$ cat src/rtl/truth_table_probe_pkg.sv
// ---------------------------------------------------------------------------
// truth_table_probe_pkg
// Shared types and constants for the truth-table probe.
//   state_t               : sweep controller states
//   tt_width()            : truth-word width for a given input count
//   DEFAULT_SETTLE_CYCLES : default per-row settle time
// ---------------------------------------------------------------------------
package truth_table_probe_pkg;

    typedef enum logic [1:0] {
        IDLE  = 2'd0,
        SWEEP = 2'd1,
        HOLD  = 2'd2
    } state_t;

    localparam int DEFAULT_SETTLE_CYCLES = 4;

    function automatic int tt_width(input int n_in);
        return 1 << n_in;
    endfunction

endpackage

$ cat src/rtl/probe_settle_timer.sv
// ---------------------------------------------------------------------------
// probe_settle_timer
// Load/expire down-counter that paces each truth-table row.
//   clk, rst_n  : clock, synchronous active-low reset
//   load        : load count_init this edge (takes priority over counting)
//   count_init  : value loaded on load
//   expire      : high while the count has reached zero
// After a load of N, expire rises N edges later, so a row that reloads on
// expire lasts N+1 cycles.
// ---------------------------------------------------------------------------
module probe_settle_timer #(
    parameter int CNT_W = 8
) (
    input  logic             clk,
    input  logic             rst_n,
    input  logic             load,
    input  logic [CNT_W-1:0] count_init,
    output logic             expire
);

    logic [CNT_W-1:0] cnt_q;
    logic [CNT_W-1:0] cnt_d;

    assign expire = (cnt_q == '0);

    always_comb begin
        cnt_d = cnt_q;
        if (load) begin
            cnt_d = count_init;
        end else if (!expire) begin
            cnt_d = cnt_q - 1'b1;
        end
    end

    always_ff @(posedge clk) begin
        if (!rst_n) begin
            cnt_q <= '0;
        end else begin
            cnt_q <= cnt_d;
        end
    end

endmodule

$ cat src/rtl/truth_table_probe.sv
// ---------------------------------------------------------------------------
// truth_table_probe
// Sweeps every input combination into a combinational netlist, holds each row
// SETTLE_CYCLES+1 cycles, samples the netlist output and packs the results
// MSB-first into a truth word (row 0 lands in bit TT_W-1).
//   clk, rst_n : clock, synchronous active-low reset (aborts any sweep)
//   start      : begin a sweep (only honoured when idle)
//   busy       : sweep in progress
//   stim       : netlist input vector; stim[N_IN-1] is in1
//   resp       : netlist output
//   tt_word    : assembled truth table, kept until the next sweep completes
//   tt_valid   : tt_word ready, held until tt_ready
//   tt_ready   : consumer acknowledge
// Optional (macro TRUTH_TABLE_PROBE_CHECK_EN):
//   expected_tt        : reference word, captured when start is accepted
//   match              : tt_word == expected_tt
//   first_mismatch_row : lowest differing row, 0 on match
// ---------------------------------------------------------------------------
module truth_table_probe
    import truth_table_probe_pkg::*;
#(
    parameter int N_IN          = 4,
    parameter int SETTLE_CYCLES = DEFAULT_SETTLE_CYCLES,
    localparam int TT_W         = tt_width(N_IN)
) (
    input  logic            clk,
    input  logic            rst_n,
    input  logic            start,
    output logic            busy,
    output logic [N_IN-1:0] stim,
    input  logic            resp,
    output logic [TT_W-1:0] tt_word,
    output logic            tt_valid,
`ifdef TRUTH_TABLE_PROBE_CHECK_EN
    input  logic [TT_W-1:0] expected_tt,
    output logic            match,
    output logic [N_IN-1:0] first_mismatch_row,
`endif
    input  logic            tt_ready
);

    localparam int          ROW_W    = N_IN + 1;
    localparam logic [ROW_W-1:0] ROW_LAST = ROW_W'(TT_W - 1);

    state_t            state_q, state_d;
    logic [ROW_W-1:0]  row_q, row_d;
    logic [TT_W-2:0]   shift_q, shift_d;
    logic [TT_W-1:0]   tt_word_q, tt_word_d;
    logic [TT_W-1:0]   final_word;
    logic              timer_load;
    logic              timer_expire;

    probe_settle_timer #(
        .CNT_W (8)
    ) u_timer (
        .clk        (clk),
        .rst_n      (rst_n),
        .load       (timer_load),
        .count_init (8'(SETTLE_CYCLES)),
        .expire     (timer_expire)
    );

    // Word as it stands once the current resp bit is shifted in; on the last
    // row this is the finished truth table.
    assign final_word = {shift_q, resp};

    always_comb begin
        state_d    = state_q;
        row_d      = row_q;
        shift_d    = shift_q;
        tt_word_d  = tt_word_q;
        timer_load = 1'b0;
        case (state_q)
            IDLE: begin
                if (start) begin
                    state_d    = SWEEP;
                    row_d      = '0;
                    shift_d    = '0;
                    timer_load = 1'b1;
                end
            end
            SWEEP: begin
                if (timer_expire) begin
                    shift_d    = final_word[TT_W-2:0];
                    timer_load = 1'b1;
                    if (row_q == ROW_LAST) begin
                        tt_word_d = final_word;
                        state_d   = HOLD;
                    end else begin
                        row_d = row_q + 1'b1;
                    end
                end
            end
            HOLD: begin
                if (tt_ready) begin
                    state_d = IDLE;
                end
            end
            default: state_d = IDLE;
        endcase
    end

    always_ff @(posedge clk) begin
        if (!rst_n) begin
            state_q   <= IDLE;
            row_q     <= '0;
            shift_q   <= '0;
            tt_word_q <= '0;
        end else begin
            state_q   <= state_d;
            row_q     <= row_d;
            shift_q   <= shift_d;
            tt_word_q <= tt_word_d;
        end
    end

    assign busy     = (state_q == SWEEP);
    assign tt_valid = (state_q == HOLD);
    assign stim     = (state_q == SWEEP) ? row_q[N_IN-1:0] : '0;
    assign tt_word  = tt_word_q;

`ifdef TRUTH_TABLE_PROBE_CHECK_EN
    logic [TT_W-1:0] expected_q, expected_d;
    logic            match_q, match_d;
    logic [N_IN-1:0] mis_row_q, mis_row_d;
    logic [TT_W-1:0] diff;

    assign diff = final_word ^ expected_q;

    always_comb begin
        expected_d = expected_q;
        match_d    = match_q;
        mis_row_d  = mis_row_q;
        if (state_q == IDLE && start) begin
            expected_d = expected_tt;
        end
        if (state_q == SWEEP && timer_expire && row_q == ROW_LAST) begin
            match_d   = (diff == '0);
            mis_row_d = '0;
            // Higher bit index = lower row; the last hit wins, giving the
            // lowest differing row.
            for (int i = 0; i < TT_W; i++) begin
                if (diff[i]) begin
                    mis_row_d = N_IN'(TT_W - 1 - i);
                end
            end
        end
    end

    always_ff @(posedge clk) begin
        if (!rst_n) begin
            expected_q <= '0;
            match_q    <= 1'b0;
            mis_row_q  <= '0;
        end else begin
            expected_q <= expected_d;
            match_q    <= match_d;
            mis_row_q  <= mis_row_d;
        end
    end

    assign match              = match_q;
    assign first_mismatch_row = mis_row_q;
`endif

endmodule

$ cat config.mk
export PLATFORM = sky130hd
export DESIGN_NAME = truth_table_probe
export DESIGN_NICKNAME = d
export VERILOG_FILES = /design/src/rtl/truth_table_probe_pkg.sv /design/src/rtl/probe_settle_timer.sv /design/src/rtl/truth_table_probe.sv
export SDC_FILE = /design/constraint.sdc
export NUM_CORES = 1
export LEC_CHECK = 0
export CAP_MARGIN = 15
export CORE_MARGIN = 1.5
export CORE_UTILIZATION = 45
export CTS_BUF_LIST = sky130_fd_sc_hd__clkbuf_8
export DETAILED_ROUTE_END_ITERATION = 8
export PLACE_DENSITY = 0.67
export SYNTH_ARGS = -nofsm -noshare
export SYNTH_HDL_FRONTEND = slang
export SYNTH_HIERARCHICAL = 1
export SYNTH_SLANG_ARGS = --single-unit
export TNS_END_PERCENT = 20
$ cat constraint.sdc
create_clock -name clk -period 6.1 [get_ports clk]
set_input_delay 0.915 -clock clk [delete_from_list [all_inputs] [get_ports clk]]
set_output_delay 0.915 -clock clk [all_outputs]
set_load 0.005 [all_outputs]
==> impl_metrics.ini, run 1 <==
[die]
die_area_um2 = 5090
initial_cell_density_of_the_core_pct = 47.6
core_region_area_um2 = 4410
die_w_um = 71.4
die_y_um = 71.4
floorplan.io_pins = 27
core.rowCount = 24

[min_path]
hold_path_depth = 2
hold_class = register to register
hold_end = tt_word[6]
min-delay-start = tt_word[6]

[timing]
timing.final.hold_violations = 0
worst_clock_skew_ns = 0.00645
timing.final.setup_violations = 0
setup_tns_ns = 0
max_clock_freq_mhz = 262
period_share_pct = 62.5
report.final.slew_viol_count = 0
rsz0062_at_grt = false
worstMarginPinSlew_ns = 0.997
min_period_ns = 3.81
normalized_max_slew_margin_pct = 31.6
setup_slack_ns = 2.29

[cts]
cts_max_level = 2
tritoncts_num_sinks = 46
clock_insertion_delay_worst_skew_ns = 0.30
clkSlewWorstSetupHoldPaths_ns = 0.09
clock_path_buffers = 2
cts-buffers-inserted = 5
post_cts_resized = 0
cts_root_buf = sky130_fd_sc_hd__clkbuf_8
post-cts-setup-buffer-count = 0
cts_tree = yes
post_cts_hold_buffer_count = 0

[critical_path]
critPathSlowestCell = sky130_fd_sc_hd__nor2_1
ff2ff_setup_slack_ns = 2.29
ff2ff_path_depth = 10
cp.required_ns = 6.26
crit_chain = inv_1, ha_1, or4b_4, or2_1, inv_1, mux2i_1, nor2_1, inv_1, nand2_1, o31ai_1
cp-start-kind = register
critPathMaxFanout = 24
worst_setup_path_end_kind = register
crit-reg2reg-launch = u_timer/cnt_q[0]
regToRegEndpoint = u_timer/cnt_q[4]
arrival_time_reported_for_the_critical_path_endpoint_ns = 3.97
crit_path_start = u_timer/cnt_q[0]
crit_path_max_incr_delay_ns = 0.63
timing.setup.critical_path_class = register to register
critPathMostFrequentCell = sky130_fd_sc_hd__inv_1

[yosys]
synth-warning-count = 6
gate_count_of_the_mapped_netlist = 245
mappedNetlistArea_um2 = 2100
ys.flop_type = sky130_fd_sc_hd__dfxtp_1
asyncSetResetFlopFracSynth_pct = 0
synth_enable_flop_cells = 0
synth_seq_area_share_pct = 43.8
netlist-cell-type-count = 46
synth.avg_cell_area_um2 = 8.58
synth_seq_cells = 46

[grt]
grt.total_usage_pct = 17.5
antenna_found_initial = 0
grt_start_max_net_pins = 39
globalRouteOverflowTotal = 0
grt_pass1_wl_um = 7270
first_global_vias = 1573

[detailed_routing]
drc = 0
postRouteAntennaNets = 0
detail_route.wl_per_cell_um = 12.7
vias_per_cell = 5.36
drt-initial-drc-count = 101
wirelength_um = 4040
drt-pass1-iter-count = 4
via_count = 1710

[outcome]
status = complete, no violations

[place]
dpl.hpwl_um = 2440
detailedPlace.worstSlack_ns = 2.37
gp_routability_congestion = 0.870
placedCellCount = 310
io_buffers = 26
area_after_detailed_placement_um2 = 2360

[power]
powerDensity_nw_per_um2 = 305
maximum_vdd_drop_uv = 107
power.leakage_nw = 0.836
total_power_uw = 749

[layout]
syn_to_final_growth_pct = 17.0
antennaDiodeCount = 0
layout.nets = 274
fin_area_um2 = 2460
multi_input_area_um2 = 1070
layout.cells.non_filler = 319
register_area_um2 = 921
fillCellCount = 405
final_layout_size_suffix_gt1_share_pct = 5.62

[run]
maxCapViolCount = 0
[sequential cells by signal, indices dropped and copies added (netlist names)]
register,flops
row_q,5
shift_q,15
state_q,2
tt_word,16
u_timer/cnt_q,8
[final cells by class]
cell class,instances,share of cell area [%]
multi-input combinational,177,43.7
sequential,46,37.4
timing repair buffer,28,11.5
clock buffer,5,2.80
tap,52,2.64
inverter,8,1.22
clock inverter,3,0.712
[cell usage after synthesis (all sizes together) (2+ instances only)]
library cell	number	area share, %
dfxtp	46	44
nand2	37	6.6
a21oi	35	8.3
o21ai	18	4.3
nand4b	17	7.4
clkbuf	13	2.4
nand3	11	2.6
inv	8	1.4
buf	7	2.3
and2	4	1.2
or3	4	1.2
ha	3	1.8
nand2b	3	0.89
nor2b	3	0.89
o311ai	3	1.6
o31ai	3	1.1
or4b	3	1.6
a311oi	2	0.83
and3	2	0.59
conb	2	0.36
nor2	2	0.36
o211ai	2	0.71
xnor2	2	0.83
[through the flow]
stage	hold slack, ns	util (%)
3_5_place_dp	0.446	53.4
5_1_grt	0.477	55.7
2_1_floorplan	0.428	-
4_1_cts	0.459	55.4
3_3_place_gp	0.445	53.4
6_report	0.455	55.7
[cell families (layout without fill, tap and decap cells)]
logic type | Yosys count | in the layout | synth area share (%)
buffers and inverters | 28 | 44 | 6.19
and+or+nand+nor | 93 | 93 | 27.0
adders and majority gates | 3 | 3 | 1.78
DFF | 46 | 46 | 43.8
AOI/OAI and AO/OA | 69 | 69 | 19.2
other | 2 | 8 | 0.357
xor gates and xnor gates | 3 | 3 | 1.25
muxes | 1 | 1 | 0.476
[routing by layer]
metal / wire [um] / track usage [%]
met3: 186 / 4.64
met4: 29 / 5.66
met1: 2050 / 24.5
met2: 1780 / 26.5
met5: 0 / 0
[critical path, delay by kind of cell (launching register included)]
kind                       cells  cell delay, ns
muxes                          1            0.53
and+or+nand+nor                4            1.62
buffers and inverters          3            0.87
DFF                            1            0.32
adders and majority gates      1            0.21
AOI/OAI and AO/OA              1            0.10
[worst max-delay path by stage]
stage / cells after the start / slack [ns] / to
final: 10 / 2.29 / u_timer/cnt_q[4]
after global placement: 10 / 2.48 / u_timer/cnt_q[1]
after detailed placement: 10 / 2.37 / u_timer/cnt_q[4]
after floorplan: 12 / 3.49 / u_timer/cnt_q[1]
after CTS: 10 / 2.34 / u_timer/cnt_q[3]
after global routing: 10 / 1.87 / u_timer/cnt_q[3]
[cell usage in the layout (no fill, tap or decap), types with 2 or more instances in the layout]
master                            instances
sky130_fd_sc_hd__a21oi_1                 35
sky130_fd_sc_hd__a311oi_1                 2
sky130_fd_sc_hd__and2_1                   4
sky130_fd_sc_hd__and3_1                   2
sky130_fd_sc_hd__clkbuf_8                 5
sky130_fd_sc_hd__clkdlybuf4s50_1         26
sky130_fd_sc_hd__conb_1                   8
sky130_fd_sc_hd__dfxtp_1                 46
sky130_fd_sc_hd__ha_1                     3
sky130_fd_sc_hd__inv_1                    9
sky130_fd_sc_hd__nand2_1                 37
sky130_fd_sc_hd__nand2b_1                 3
sky130_fd_sc_hd__nand3_1                 11
sky130_fd_sc_hd__nand4b_1                16
sky130_fd_sc_hd__nor2_1                   2
sky130_fd_sc_hd__nor2b_1                  3
sky130_fd_sc_hd__o211ai_1                 2
sky130_fd_sc_hd__o21ai_0                 18
sky130_fd_sc_hd__o31ai_1                  3
sky130_fd_sc_hd__or3_1                    4
sky130_fd_sc_hd__or4b_1                   2
sky130_fd_sc_hd__xnor2_1                  2
[power by group]
group | internal (mW) | switching (mW) | leakage, nW
clock | 0.0793 | 0.102 | 0.0493
combinational | 0.0820 | 0.134 | 0.414
sequential | 0.327 | 0.0248 | 0.373
(Power assumes the default switching activity.)
==> run 2, diff against run 1 <==
==> constraint.sdc (replaced) <==
create_clock -name clk -period 3.9 [get_ports clk]
set_input_delay 0.585 -clock clk [delete_from_list [all_inputs] [get_ports clk]]
set_output_delay 0.585 -clock clk [all_outputs]
set_load 0.005 [all_outputs]
==> impl_metrics.ini, run 2 (synthesis results as in run 1) <==
[die]
core_region_area_um2 = 4410
floorplan.io_pins = 27
die_y_um = 71.4
die_w_um = 71.4
initial_cell_density_of_the_core_pct = 47.6
die_area_um2 = 5090
core.rowCount = 24

[power]
netSwitchingFraction_pct = 32.7
combinationalPowerShare_pct = 28.1
clkPwrFrac_pct = 27.7
power.leakage_nw = 0.850
internal-power_uw = 835
power.switching_uw = 407
total_power_mw = 1.24
powerDensity_nw_per_um2 = 499
pwr-share-seq_pct = 44.2
maximum_vdd_drop_uv = 243

[cts]
cts_root_buf = sky130_fd_sc_hd__clkbuf_8
tritoncts_num_sinks = 46
post_cts_hold_buffer_count = 0
clkSlewWorstSetupHoldPaths_ns = 0.08
post-cts-setup-buffer-count = 0
cts_tree = yes
clock_insertion_delay_worst_skew_ns = 0.30
post_cts_resized = 0
cts_max_level = 2
clock_path_buffers = 2
cts-buffers-inserted = 5

[critical_path]
arrival_time_reported_for_the_critical_path_endpoint_ns = 3.47
cp-start-kind = register
critPathMaxFanout = 16
cp.required_ns = 4.10
timing.setup.critical_path_class = register to register
worst_setup_path_end_kind = register

[detailed_routing]
drc = 0
postRouteAntennaNets = 0
vias_per_cell = 5.49
detail_route.wl_per_cell_um = 12.8
drt-initial-drc-count = 140
via_count = 1763
drt-pass1-iter-count = 4
wirelength_um = 4110

[grt]
antenna_found_initial = 0
grt_pass1_wl_um = 7220
first_global_vias = 1558
grt.total_usage_pct = 17.5
grt_start_max_net_pins = 39
globalRouteOverflowTotal = 0

[outcome]
status = complete, no violations

[timing]
worst_clock_skew_ns = 0.00322
timing.final.setup_violations = 0
setup_slack_ns = 0.623
max_clock_freq_mhz = 305
setup_tns_ns = 0
rsz0062_at_grt = false
period_share_pct = 84.0
timing.final.hold_violations = 0
normalized_max_slew_margin_pct = 25.1
min_period_ns = 3.28
worstMarginPinSlew_ns = 1.09
report.final.slew_viol_count = 0

[layout]
fillCellCount = 419
final_layout_size_suffix_gt1_share_pct = 6.32
antennaDiodeCount = 0
layout.cells.non_filler = 321
largest_register_ffs = 16
layout_commonest_cell = sky130_fd_sc_hd__dfxtp_1
fin_area_um2 = 2490
layout.cells.most_common_list = sky130_fd_sc_hd__dfxtp_1 (46), sky130_fd_sc_hd__nand2_1 (37), sky130_fd_sc_hd__a21oi_1 (35)
syn_to_final_growth_pct = 18.4
layout.nets = 276

[place]
detailedPlace.worstSlack_ns = 0.675
dpl.hpwl_um = 2620
placedCellCount = 313
io_buffers = 26
gp_routability_congestion = 0.806
area_after_detailed_placement_um2 = 2380

[run]
maxCapViolCount = 0

[min_path]
hold_class = register to register
-- run 2: cell types whose count changed in the layout (fill, tap and decap cells not counted) --
cell                         before  now
sky130_fd_sc_hd__clkinv_2         1    0
sky130_fd_sc_hd__clkinvlp_4       0    1
sky130_fd_sc_hd__clkinv_4         1    0
sky130_fd_sc_hd__buf_4            1    4
sky130_fd_sc_hd__bufinv_16        0    1
sky130_fd_sc_hd__buf_8            1    0
-- run 2: path summary, 6_finish.rpt --
check / startpoint / to / slack [ns] / cells after the start
max: u_timer/cnt_q[0] / u_timer/cnt_q[5] / 0.62 / 10
min: tt_word[7] / tt_word[7] / 0.45 / 2
max reg2reg: u_timer/cnt_q[0] / u_timer/cnt_q[5] / 0.62 / 10
min reg2reg: tt_word[7] / tt_word[7] / 0.45 / 2
-- run 2: routing by layer --
layer | share of wire [%] | vias to the layer above | track usage [%]
li1 | - | 916 | -
met1 | 52 | 815 | 24.8
met2 | 43 | 26 | 26.1
met3 | 3.9 | 6 | 4.36
met4 | 1.3 | 0 | 5.66
met5 | 0 | - | 0
-- run 2: per-stage QoR --
| step | util (%) | hold slack (ns) |
|---|---|---|
| 6_report | 56.4 | 0.455 |
| 2_1_floorplan | - | 0.428 |
| 5_1_grt | 56.4 | 0.467 |
| 3_5_place_dp | 53.9 | 0.446 |
| 3_3_place_gp | 53.9 | 0.444 |
| 4_1_cts | 56.4 | 0.458 |
-- run 2: final cells by class --
class	count	area (um2)	area share, %
Multi-Input combinational cell	177	1070	43.1
Sequential cell	46	921	37.0
Timing Repair Buffer	30	290	11.7
Clock buffer	5	68.8	2.76
Tap cell	52	65.1	2.61
Clock inverter	3	41.3	1.66
Inverter	8	30.0	1.21
-- run 2: power groups by stage --
stage                     Clock, mW  Combinational [mW]  Sequential, mW
final                         0.344               0.348           0.549
after global routing          0.374               0.395           0.553
after CTS                     0.360               0.349           0.548
after detailed placement          0               0.347           0.558
after global placement            0               0.345           0.556
after floorplan                   0               0.299           0.546
-- run 2: worst max-delay path, cell delays in order (launching register included) --
cell	delay, ns
sky130_fd_sc_hd__dfxtp_1	0.35
sky130_fd_sc_hd__inv_1	0.06
sky130_fd_sc_hd__ha_1	0.24
sky130_fd_sc_hd__or4b_4	0.23
sky130_fd_sc_hd__or2_1	0.15
sky130_fd_sc_hd__inv_1	0.07
sky130_fd_sc_hd__mux2i_1	0.85
sky130_fd_sc_hd__nor2_1	0.38
sky130_fd_sc_hd__or3_1	0.43
sky130_fd_sc_hd__a211o_1	0.23
sky130_fd_sc_hd__and3_1	0.17
